**src/rtl/cs_pkg.sv**
```systemverilog
// Shared constants and types for the CS datapath, its output buffer and the benches.
package cs_pkg;

    localparam int X_W = 8;
    localparam int Y_W = 10;

    // Run cycles CS needs to fill its 9-sample window before Y is meaningful.
    localparam int DEFAULT_WARMUP = 9;

    typedef logic [X_W-1:0] x_t;
    typedef logic [Y_W-1:0] y_t;

endpackage

```
**src/rtl/cs_y_buffer_if.sv**
```systemverilog
// Stream-in / valid-ready-out port bundle of the CS Y output buffer.
interface cs_y_buffer_if
    import cs_pkg::*;
#(
    parameter int DEPTH = 16,
    parameter int OVF_W = 16
);

    logic                     run;
    y_t                       Y;
    y_t                       dout;
    logic                     dout_valid;
    logic                     dout_ready;
    logic [$clog2(DEPTH):0]   level;
    logic                     full;
    logic                     empty;
    logic [OVF_W-1:0]         ovf_cnt;

    // The buffer is the slave; the CS side plus the consumer form the master.
    modport slave (
        input  run,
        input  Y,
        input  dout_ready,
        output dout,
        output dout_valid,
        output level,
        output full,
        output empty,
        output ovf_cnt
    );

    modport master (
        output run,
        output Y,
        output dout_ready,
        input  dout,
        input  dout_valid,
        input  level,
        input  full,
        input  empty,
        input  ovf_cnt
    );

endinterface

```
**src/rtl/cs_y_fifo_mem.sv**
```systemverilog
// DEPTH x Y_W sample storage: one synchronous write port, one asynchronous read port.
module cs_y_fifo_mem
    import cs_pkg::*;
#(
    parameter int DEPTH = 16,
    localparam int PTR_W = $clog2(DEPTH)
) (
    input  logic             clk,
    input  logic             we,
    input  logic [PTR_W-1:0] waddr,
    input  y_t               wdata,
    input  logic [PTR_W-1:0] raddr,
    output y_t               rdata
);

    y_t mem [DEPTH];

    // Storage is deliberately left unreset; validity is tracked by the level counter.
    always_ff @(posedge clk) begin
        if (we) begin
            mem[waddr] <= wdata;
        end
    end

    assign rdata = mem[raddr];

endmodule

```
**src/rtl/cs_y_buffer.sv**
```systemverilog
// Output FIFO behind the CS datapath: skips warm-up samples, buffers Y, counts overflow drops.
module cs_y_buffer
    import cs_pkg::*;
#(
    parameter int DEPTH  = 16,
    parameter int WARMUP = DEFAULT_WARMUP,
    parameter int OVF_W  = 16
) (
    input logic          clk,
    input logic          reset,
    cs_y_buffer_if.slave bus
);

    localparam int PTR_W  = $clog2(DEPTH);
    localparam int LVL_W  = $clog2(DEPTH) + 1;
    localparam int WCNT_W = $clog2(WARMUP + 1);
    localparam logic [WCNT_W-1:0] WARM_TOP  = WCNT_W'(WARMUP);
    localparam logic [LVL_W-1:0]  LVL_FULL  = LVL_W'(DEPTH);

    logic [WCNT_W-1:0] wcnt;
    logic [PTR_W-1:0]  wr_ptr;
    logic [PTR_W-1:0]  rd_ptr;
    logic [LVL_W-1:0]  level_q;
    logic [LVL_W-1:0]  level_nxt;
    logic              full_q;
    logic              empty_q;
    logic [OVF_W-1:0]  ovf_q;
    y_t                rd_data;

    logic capture;
    logic push;
    logic pop;
    logic drop;

    // A full FIFO still accepts a capture when the head leaves in the same cycle.
    assign capture = bus.run && (wcnt == WARM_TOP);
    assign pop     = !empty_q && bus.dout_ready;
    assign push    = capture && (!full_q || pop);
    assign drop    = capture && full_q && !pop;

    always_comb begin
        level_nxt = level_q;
        case ({push, pop})
            2'b10:   level_nxt = level_q + LVL_W'(1);
            2'b01:   level_nxt = level_q - LVL_W'(1);
            default: level_nxt = level_q;
        endcase
    end

    // Any run=0 cycle breaks the CS window, so the warm-up count restarts from zero.
    always_ff @(posedge clk or negedge reset) begin
        if (!reset) begin
            wcnt    <= '0;
            wr_ptr  <= '0;
            rd_ptr  <= '0;
            level_q <= '0;
            full_q  <= 1'b0;
            empty_q <= 1'b1;
            ovf_q   <= '0;
        end else begin
            if (!bus.run) begin
                wcnt <= '0;
            end else if (wcnt != WARM_TOP) begin
                wcnt <= wcnt + WCNT_W'(1);
            end

            if (push) begin
                wr_ptr <= wr_ptr + PTR_W'(1);
            end
            if (pop) begin
                rd_ptr <= rd_ptr + PTR_W'(1);
            end

            level_q <= level_nxt;
            full_q  <= (level_nxt == LVL_FULL);
            empty_q <= (level_nxt == '0);

            if (drop && (ovf_q != '1)) begin
                ovf_q <= ovf_q + OVF_W'(1);
            end
        end
    end

    cs_y_fifo_mem #(
        .DEPTH (DEPTH)
    ) u_mem (
        .clk   (clk),
        .we    (push),
        .waddr (wr_ptr),
        .wdata (bus.Y),
        .raddr (rd_ptr),
        .rdata (rd_data)
    );

    // Unreset storage must not leak onto dout while the FIFO is empty.
    assign bus.dout       = empty_q ? '0 : rd_data;
    assign bus.dout_valid = !empty_q;
    assign bus.level      = level_q;
    assign bus.full       = full_q;
    assign bus.empty      = empty_q;
    assign bus.ovf_cnt    = ovf_q;

endmodule

```
**src/flat_wrapper.sv**
```systemverilog
// flat-port wrapper written by rule: the top's interface ports become plain ports
module cs_y_buffer_flat import cs_pkg::*;
#(
    parameter int DEPTH  = 16,
    parameter int WARMUP = DEFAULT_WARMUP,
    parameter int OVF_W  = 16
)
  (clk, reset, bus_run, bus_Y, bus_dout_ready, bus_dout, bus_dout_valid, bus_level, bus_full, bus_empty, bus_ovf_cnt);
  cs_y_buffer_if #(.DEPTH(DEPTH), .OVF_W(OVF_W)) bus_i ();
  input logic clk;
  input logic reset;
  input wire logic [$bits(bus_i.run)-1:0] bus_run;
  input wire logic [$bits(bus_i.Y)-1:0] bus_Y;
  input wire logic [$bits(bus_i.dout_ready)-1:0] bus_dout_ready;
  output wire logic [$bits(bus_i.dout)-1:0] bus_dout;
  output wire logic [$bits(bus_i.dout_valid)-1:0] bus_dout_valid;
  output wire logic [$bits(bus_i.level)-1:0] bus_level;
  output wire logic [$bits(bus_i.full)-1:0] bus_full;
  output wire logic [$bits(bus_i.empty)-1:0] bus_empty;
  output wire logic [$bits(bus_i.ovf_cnt)-1:0] bus_ovf_cnt;
  assign bus_i.run = bus_run;
  assign bus_i.Y = bus_Y;
  assign bus_i.dout_ready = bus_dout_ready;
  assign bus_dout = bus_i.dout;
  assign bus_dout_valid = bus_i.dout_valid;
  assign bus_level = bus_i.level;
  assign bus_full = bus_i.full;
  assign bus_empty = bus_i.empty;
  assign bus_ovf_cnt = bus_i.ovf_cnt;
  cs_y_buffer #(.DEPTH(DEPTH), .WARMUP(WARMUP), .OVF_W(OVF_W)) u_core (.clk(clk), .reset(reset), .bus(bus_i));
endmodule
```
**config.mk**
```make
export PLATFORM = sky130hd
export DESIGN_NAME = cs_y_buffer_flat
export DESIGN_NICKNAME = d
export VERILOG_FILES = /design/src/rtl/cs_pkg.sv /design/src/rtl/cs_y_buffer_if.sv /design/src/rtl/cs_y_fifo_mem.sv /design/src/rtl/cs_y_buffer.sv /design/src/flat_wrapper.sv
export SDC_FILE = /design/constraint.sdc
export NUM_CORES = 1
export LEC_CHECK = 0
export ABC_AREA = 1
export CORE_MARGIN = 5
export CORE_UTILIZATION = 57
export DETAILED_ROUTE_END_ITERATION = 10
export PLACE_DENSITY = 0.77
export REMOVE_ABC_BUFFERS = 1
export SLEW_MARGIN = 20
export SYNTH_ARGS = -nofsm -noshare
export SYNTH_HDL_FRONTEND = slang
export SYNTH_SLANG_ARGS = --single-unit
```
**constraint.sdc**
```tcl
create_clock -name clk -period 3.3 [get_ports clk]
set_clock_uncertainty 0.2 [all_clocks]
set_input_delay 0.66 -clock clk [delete_from_list [all_inputs] [get_ports clk]]
set_output_delay 0.66 -clock clk [all_outputs]
set_load 0.01 [all_outputs]
```
# Yosys cells after proc, flatten, opt, wreduce, memory -nomap -nowiden
# Memory sizes are Yosys's and may differ from the RTL's.
# Cells that the tools add are included.
dict set report op_classes {
  reduce_logical 11
  n_mux 6
  eq_ne 7
  addsub 6
}
# cell n
set op_table {}
lappend op_table {{16-bit by 1-bit adder with 16-bit output (second input constant)} 1}
lappend op_table {{16-bit inequality test (second input constant)} 1}
lappend op_table {{4-bit by 1-bit adder with 4-bit output (second input constant)} 3}
lappend op_table {{10-bit 2-to-1 mux} 1}
lappend op_table {{5-bit one-hot mux with 2 select lines} 1}
lappend op_table {{4-bit 2-to-1 mux} 2}
lappend op_table {{1-bit logical AND} 6}
lappend op_table {{5-bit by 1-bit adder with 5-bit output (second input constant)} 1}
lappend op_table {{5-bit equality test (second input constant)} 1}
lappend op_table {{5-bit logical NOT} 1}
lappend op_table {{5-bit by 1-bit subtractor with 5-bit output (second input constant)} 1}
lappend op_table {{4-bit equality test (second input constant)} 1}
lappend op_table {{4-bit inequality test (second input constant)} 1}
lappend op_table {{1-bit logical NOT} 3}
lappend op_table {{2-bit by 1-bit equality test with 1-bit output (second input constant)} 1}
lappend op_table {{2-bit equality test (second input constant)} 1}
lappend op_table {{1-bit 2-to-1 mux} 2}
lappend op_table {{2-bit by 1-bit inequality test with 1-bit output (second input constant)} 1}
lappend op_table {{1-bit logical OR} 1}
dict set report word_totals {
  ram_bits 160
  wordCells 38
  ff_bits 35
  n_memories 1
  output_inout_bits 34
}
# name depth word_bits read_ports rd_ports_with_merged_regs write_ports line
set mem_list {}
lappend mem_list {u_core.u_mem.mem 16 10 1 0 1 cs_y_fifo_mem.sv:16} ;# y_t mem [DEPTH];

# Longest topological paths before layout
dict set report logic_depth {
  ltp_word 7
  depth_mapped 19
  mapped_depth_nobuf 19
}

# By module
# Synthesis repeated with hierarchy kept, for this count alone.
dict set report hier_totals {
  hier_cells 961
  area_unflattened_um2 9128.8
}
# mod cells_each n_inst area_each_um2
set by_module_without_submodules {}
lappend by_module_without_submodules {cs_y_fifo_mem 672 1 6971.7}
lappend by_module_without_submodules {cs_y_buffer 289 1 2157.1}

# Worst setup path before layout
# OpenSTA, ideal clock, no wires.
dict set report synth_timing {
  path_kind {input to register}
  from {input port bus_run}
  to {register u_core.full_q (netlist: u_core.bus.full)}
  cell_stages 14
  path_slack_ns 0.666
  t_arrival_ns 2.363
  required_time_ns 3.029
  cell_sequence {nand4_1 -> inv_2 -> nand2_1 -> ha_1 -> nand2_1 -> inv_1 -> nor2_1 -> ha_1 -> nand2_1 -> o21ai_1 -> or2_0 -> nor2_1 -> nand3_1 -> nor2_1}
}
dict set report synth_via {
  elab_chain_cells 5
  word_cells_on_any_way 6
}
# element line
set synth_rtl {}
lappend synth_rtl {{start: declaration} flat_wrapper.sv:12} ;# input wire logic [$bits(bus_i.run)-1:0] bus_run;
lappend synth_rtl {{1-bit logical AND *} cs_y_buffer.sv:36} ;# assign capture = bus.run && (wcnt == WARM_TOP);
lappend synth_rtl {{1-bit logical AND *} cs_y_buffer.sv:38} ;# assign push = capture && (!full_q || pop);
lappend synth_rtl {{2-bit by 1-bit equality test with 1-bit output or 2-bit equality test (tied branches)} cs_y_buffer.sv:43} ;# case ({push, pop})
lappend synth_rtl {{5-bit one-hot mux with 2 select lines *} cs_y_buffer.sv:43}
lappend synth_rtl {{via u_core.level_nxt[1]} cs_y_buffer.sv:24} ;# logic [LVL_W-1:0] level_nxt;
lappend synth_rtl {{5-bit equality test *} cs_y_buffer.sv:75} ;# full_q <= (level_nxt == LVL_FULL);
lappend synth_rtl {{end signal: assignment} cs_y_buffer.sv:75}
lappend synth_rtl {{end: declaration} cs_y_buffer.sv:25} ;# logic full_q;
# Mark *: on every way through the listed nets, which the timed path passes. The rest lies on a longest branch.
# A chain may end at the register's enable or synchronous reset.

# Final worst setup path
dict set report layout_timing {
  from {register u_core.rd_ptr[0]}
  to {output port bus_dout[1]}
}
dict set report layout_via {
  elab_chain_cells 2
}
# element line
set layout_rtl {}
lappend layout_rtl {{start: declaration} cs_y_buffer.sv:22} ;# logic [PTR_W-1:0] rd_ptr;
lappend layout_rtl {{start signal: assignment} cs_y_buffer.sv:71} ;# rd_ptr <= rd_ptr + PTR_W'(1);
lappend layout_rtl {{memory 16 x 10 bit} n/a}
lappend layout_rtl {{10-bit 2-to-1 mux} cs_y_buffer.sv:96} ;# assign bus.dout = empty_q ? '0 : rd_data;
lappend layout_rtl {{end: declaration} flat_wrapper.sv:15} ;# output wire logic [$bits(bus_i.dout)-1:0] bus_dout;
# No other way between the ends.

==> impl_metrics.env <==
export IMPL_syn2layout_area_growth_pct=19.09
export IMPL_die_w_um=130.4
export IMPL_hold_violations=0
export IMPL_start_kind="flip-flop"
export IMPL_layout_common_cells="160 x edfxtp_1, 151 x nor2_1, 60 x nand2_1"
export IMPL_leakagePower_nw=3.660
export IMPL_worst_setup_path_type="flip-flop to output port"
export IMPL_cts_sinks=195
export IMPL_grt_pass1_wl_mm=29.77
export IMPL_relSlewSlack_pct=59.02
export IMPL_htree_num_levels=4
export IMPL_rsz0062_at_grt="false"
export IMPL_die_y_um=130.4
export IMPL_drc_errors=0
export IMPL_final_common_cell="edfxtp_1"
export IMPL_dp_hpwl_mm=11.39
export IMPL_die_area_mm2=0.01701
export IMPL_place_congestion=0.8419
export IMPL_grt_pass1_vias=5648
export IMPL_fp_coreArea_mm2=0.01437
export IMPL_synth_seq_area_share_pct=68.73
export IMPL_rows=44
export IMPL_outcome="complete, no violations"
export IMPL_cts_tree="yes"
export IMPL_r2r_end="u_core.bus.empty"
export IMPL_overflow=0
export IMPL_setup_ws_ns=0.1448
export IMPL_report_final_slew_viol_count=0
export IMPL_cts_made_buffers=17
export IMPL_crit_fanout=15
export IMPL_ios=48
export IMPL_synth_seq_cells=195
export IMPL_worstPathArrival_ns=2.30
export IMPL_hp_start="u_core.bus.ovf_cnt[15]"
export IMPL_power_density_mw_per_mm2=776.8
export IMPL_finalNonFillerCells=984
export IMPL_vias=5769
export IMPL_yosys_warnings=0
export IMPL_period_minus_slack_ns=3.155
export IMPL_diodes=0
export IMPL_path_clk_slew_ns=0.06
export IMPL_nets=812
export IMPL_synth_distinct_cells=30
export IMPL_dp_slack_ns=0.07576
export IMPL_period_share_pct=95.61
export IMPL_drive_gt1_share_pct=12.38
export IMPL_drv_cap=0
export IMPL_synth_async_reset_ratio_pct=17.95
export IMPL_gr_usage_all_layers_pct=23.37
export IMPL_drt_wl_total_mm=19.35
export IMPL_worst_slew_pin_slew_ns=0.6128
export IMPL_slowest_stage="dfrtp_2"
export IMPL_r2r_start="u_core.wcnt[1]"
export IMPL_synth_edf_count=160
export IMPL_synth_area_leaders="edfxtp_1 58%, dfrtp_1 10%, nor2_1 6.9%"
export IMPL_grt_max_degree=48
export IMPL_holdPathStages=2
export IMPL_crit_chain="inv_6 > bufbuf_16 > nor2_1 > o211ai_1 > nand3_1 > a21oi_2 > dlygate4sd2_1"
export IMPL_hold_class="flip-flop to flip-flop"
export IMPL_synth_top_area_share_pct=58.12
export IMPL_design_area_mm2=0.009844
export IMPL_ys_flop_type="edfxtp_1"
export IMPL_min_to="u_core.bus.ovf_cnt[15]"
export IMPL_rrSetupSlack_ns=0.61
export IMPL_ir_drop_v=0.0004691
export IMPL_cp_required_ns=2.44
export IMPL_ctsHoldBuffers=0
export IMPL_dr_pass1_iters=5
export IMPL_antenna_found_initial=0
export IMPL_cts_buffer_depth=2
export IMPL_fin_util_pct=68.51
export IMPL_avgViaCountPerCell=5.863
export IMPL_slowest_delay_ns=0.49
export IMPL_cp_end_kind="output port"
export IMPL_fillers=975
export IMPL_ant_nets=0
export IMPL_clkLatencyLatePin_ns=0.43
export IMPL_dp_cells=945
export IMPL_routedWlPerCell_um=19.66
export IMPL_io_buffers=47
export IMPL_drtIter0Drc=663
export IMPL_syn_instance_count=714
export IMPL_power_mw=7.647
export IMPL_finalSetupViolations=0
export IMPL_cts_root_buf="clkbuf_16"
export IMPL_dpl_cell_area_mm2=0.009102
export IMPL_r2r_cells=16
export IMPL_max_freq_ghz=0.3169
export IMPL_yosys_area_top_type="edfxtp_1"
export IMPL_initial_core_util_pct=57.53
export IMPL_syn_area_mm2=0.008267
export IMPL_syn_area_per_cell_um2=11.58
-- layout make-up --
class / instances / area, um^2 / share of cell area (%)
multi-input cells: 445 / 2287 / 23.23
repair inverters: 1 / 7.507 / 0.07626
inverters: 40 / 161.4 / 1.640
flip-flops and latches: 195 / 5684 / 57.74
repair buffers: 87 / 922.1 / 9.367
well taps: 184 / 230.2 / 2.339
clock inverters: 12 / 115.1 / 1.169
clock buffers: 20 / 436.7 / 4.436
-- routing by layer --
metal	up-vias	track usage, %	routed length, um
li1	2658	-	-
met1	2752	29.90	7319
met2	319	39.32	9716
met3	40	5.528	1789
met4	0	8.590	523
met5	-	0	0
-- report_power, final --
part	switching (mW)	total [mW]	leakage (nW)	internal (mW)
logic	1.70	2.85	1.55	1.15
registers	0.112	2.85	1.85	2.74
clock network	0.839	1.94	0.258	1.10
-- worst max-delay path: cells and delay by family (launching register included) --
| family | cells | cell delay, ns |
|---|---|---|
| AND/OR/NAND/NOR | 2 | 0.20 |
| flip-flops | 1 | 0.49 |
| AO/OA/AOI/OAI | 2 | 0.43 |
| buffers and inverters | 3 | 0.74 |
-- how the worst max path moves through the flow --
stage                     cells past startpoint              from          endpoint
after floorplan                               5  u_core.rd_ptr[0]       bus_dout[4]
after global placement                       15           bus_run   u_core.bus.full
after CTS                                     5  u_core.rd_ptr[2]       bus_dout[2]
final                                         7  u_core.rd_ptr[0]       bus_dout[1]
after detailed placement                     15           bus_run  u_core.bus.empty
after global routing                          7  u_core.rd_ptr[0]       bus_dout[1]
-- state kept, by name (all words and copies together), names as in the netlist --
name                count
u_core.bus.full         1
u_core.bus.level        5
u_core.rd_ptr           4
u_core.u_mem.mem      160
u_core.wcnt             4
u_core.bus.empty        1
u_core.wr_ptr           4
u_core.bus.ovf_cnt     16
-- logic make-up after synthesis --
group                      count (synthesis)  share of synthesized area [%]
buffers and inverters                     74                          3.739
adders and majority gates                 11                          1.665
and+or+nand+nor                          271                          13.82
xor gates and xnor gates                  21                          2.225
DFF                                      195                          68.73
AOI/OAI and AO/OA                        142                          9.823
-- stage by stage --
stage	hold slack [ns]	TNS (ns)
finish	0.3004	0
global placement	0.2800	0
global route	0.3174	0
detailed placement	0.2882	0
floorplan	0.1644	-3.311
CTS	0.3037	-0.02107
-- cell usage after synthesis (14+ instances only) --
cell type and instances:
buf_2 16, clkbuf_1 16, dfrtp_1 34, edfxtp_1 160, inv_1 26, inv_2 14, nand2_1 60, nand3_1 33
nor2_1 151, o211ai_1 40, o21ai_0 46, o21ai_1 44, xor2_1 16
-- what timing repair did --
| item | CTS | global route |
|---|---|---|
| gates resized for setup | 12 | 13 |
| pin swaps | 3 | 2 |
| setup buffers | 0 | 2 |
| gates cloned | 2 | 3 |
| setup endpoints to repair | 10 | 8 |
Power figures use the tool's default switching activity.
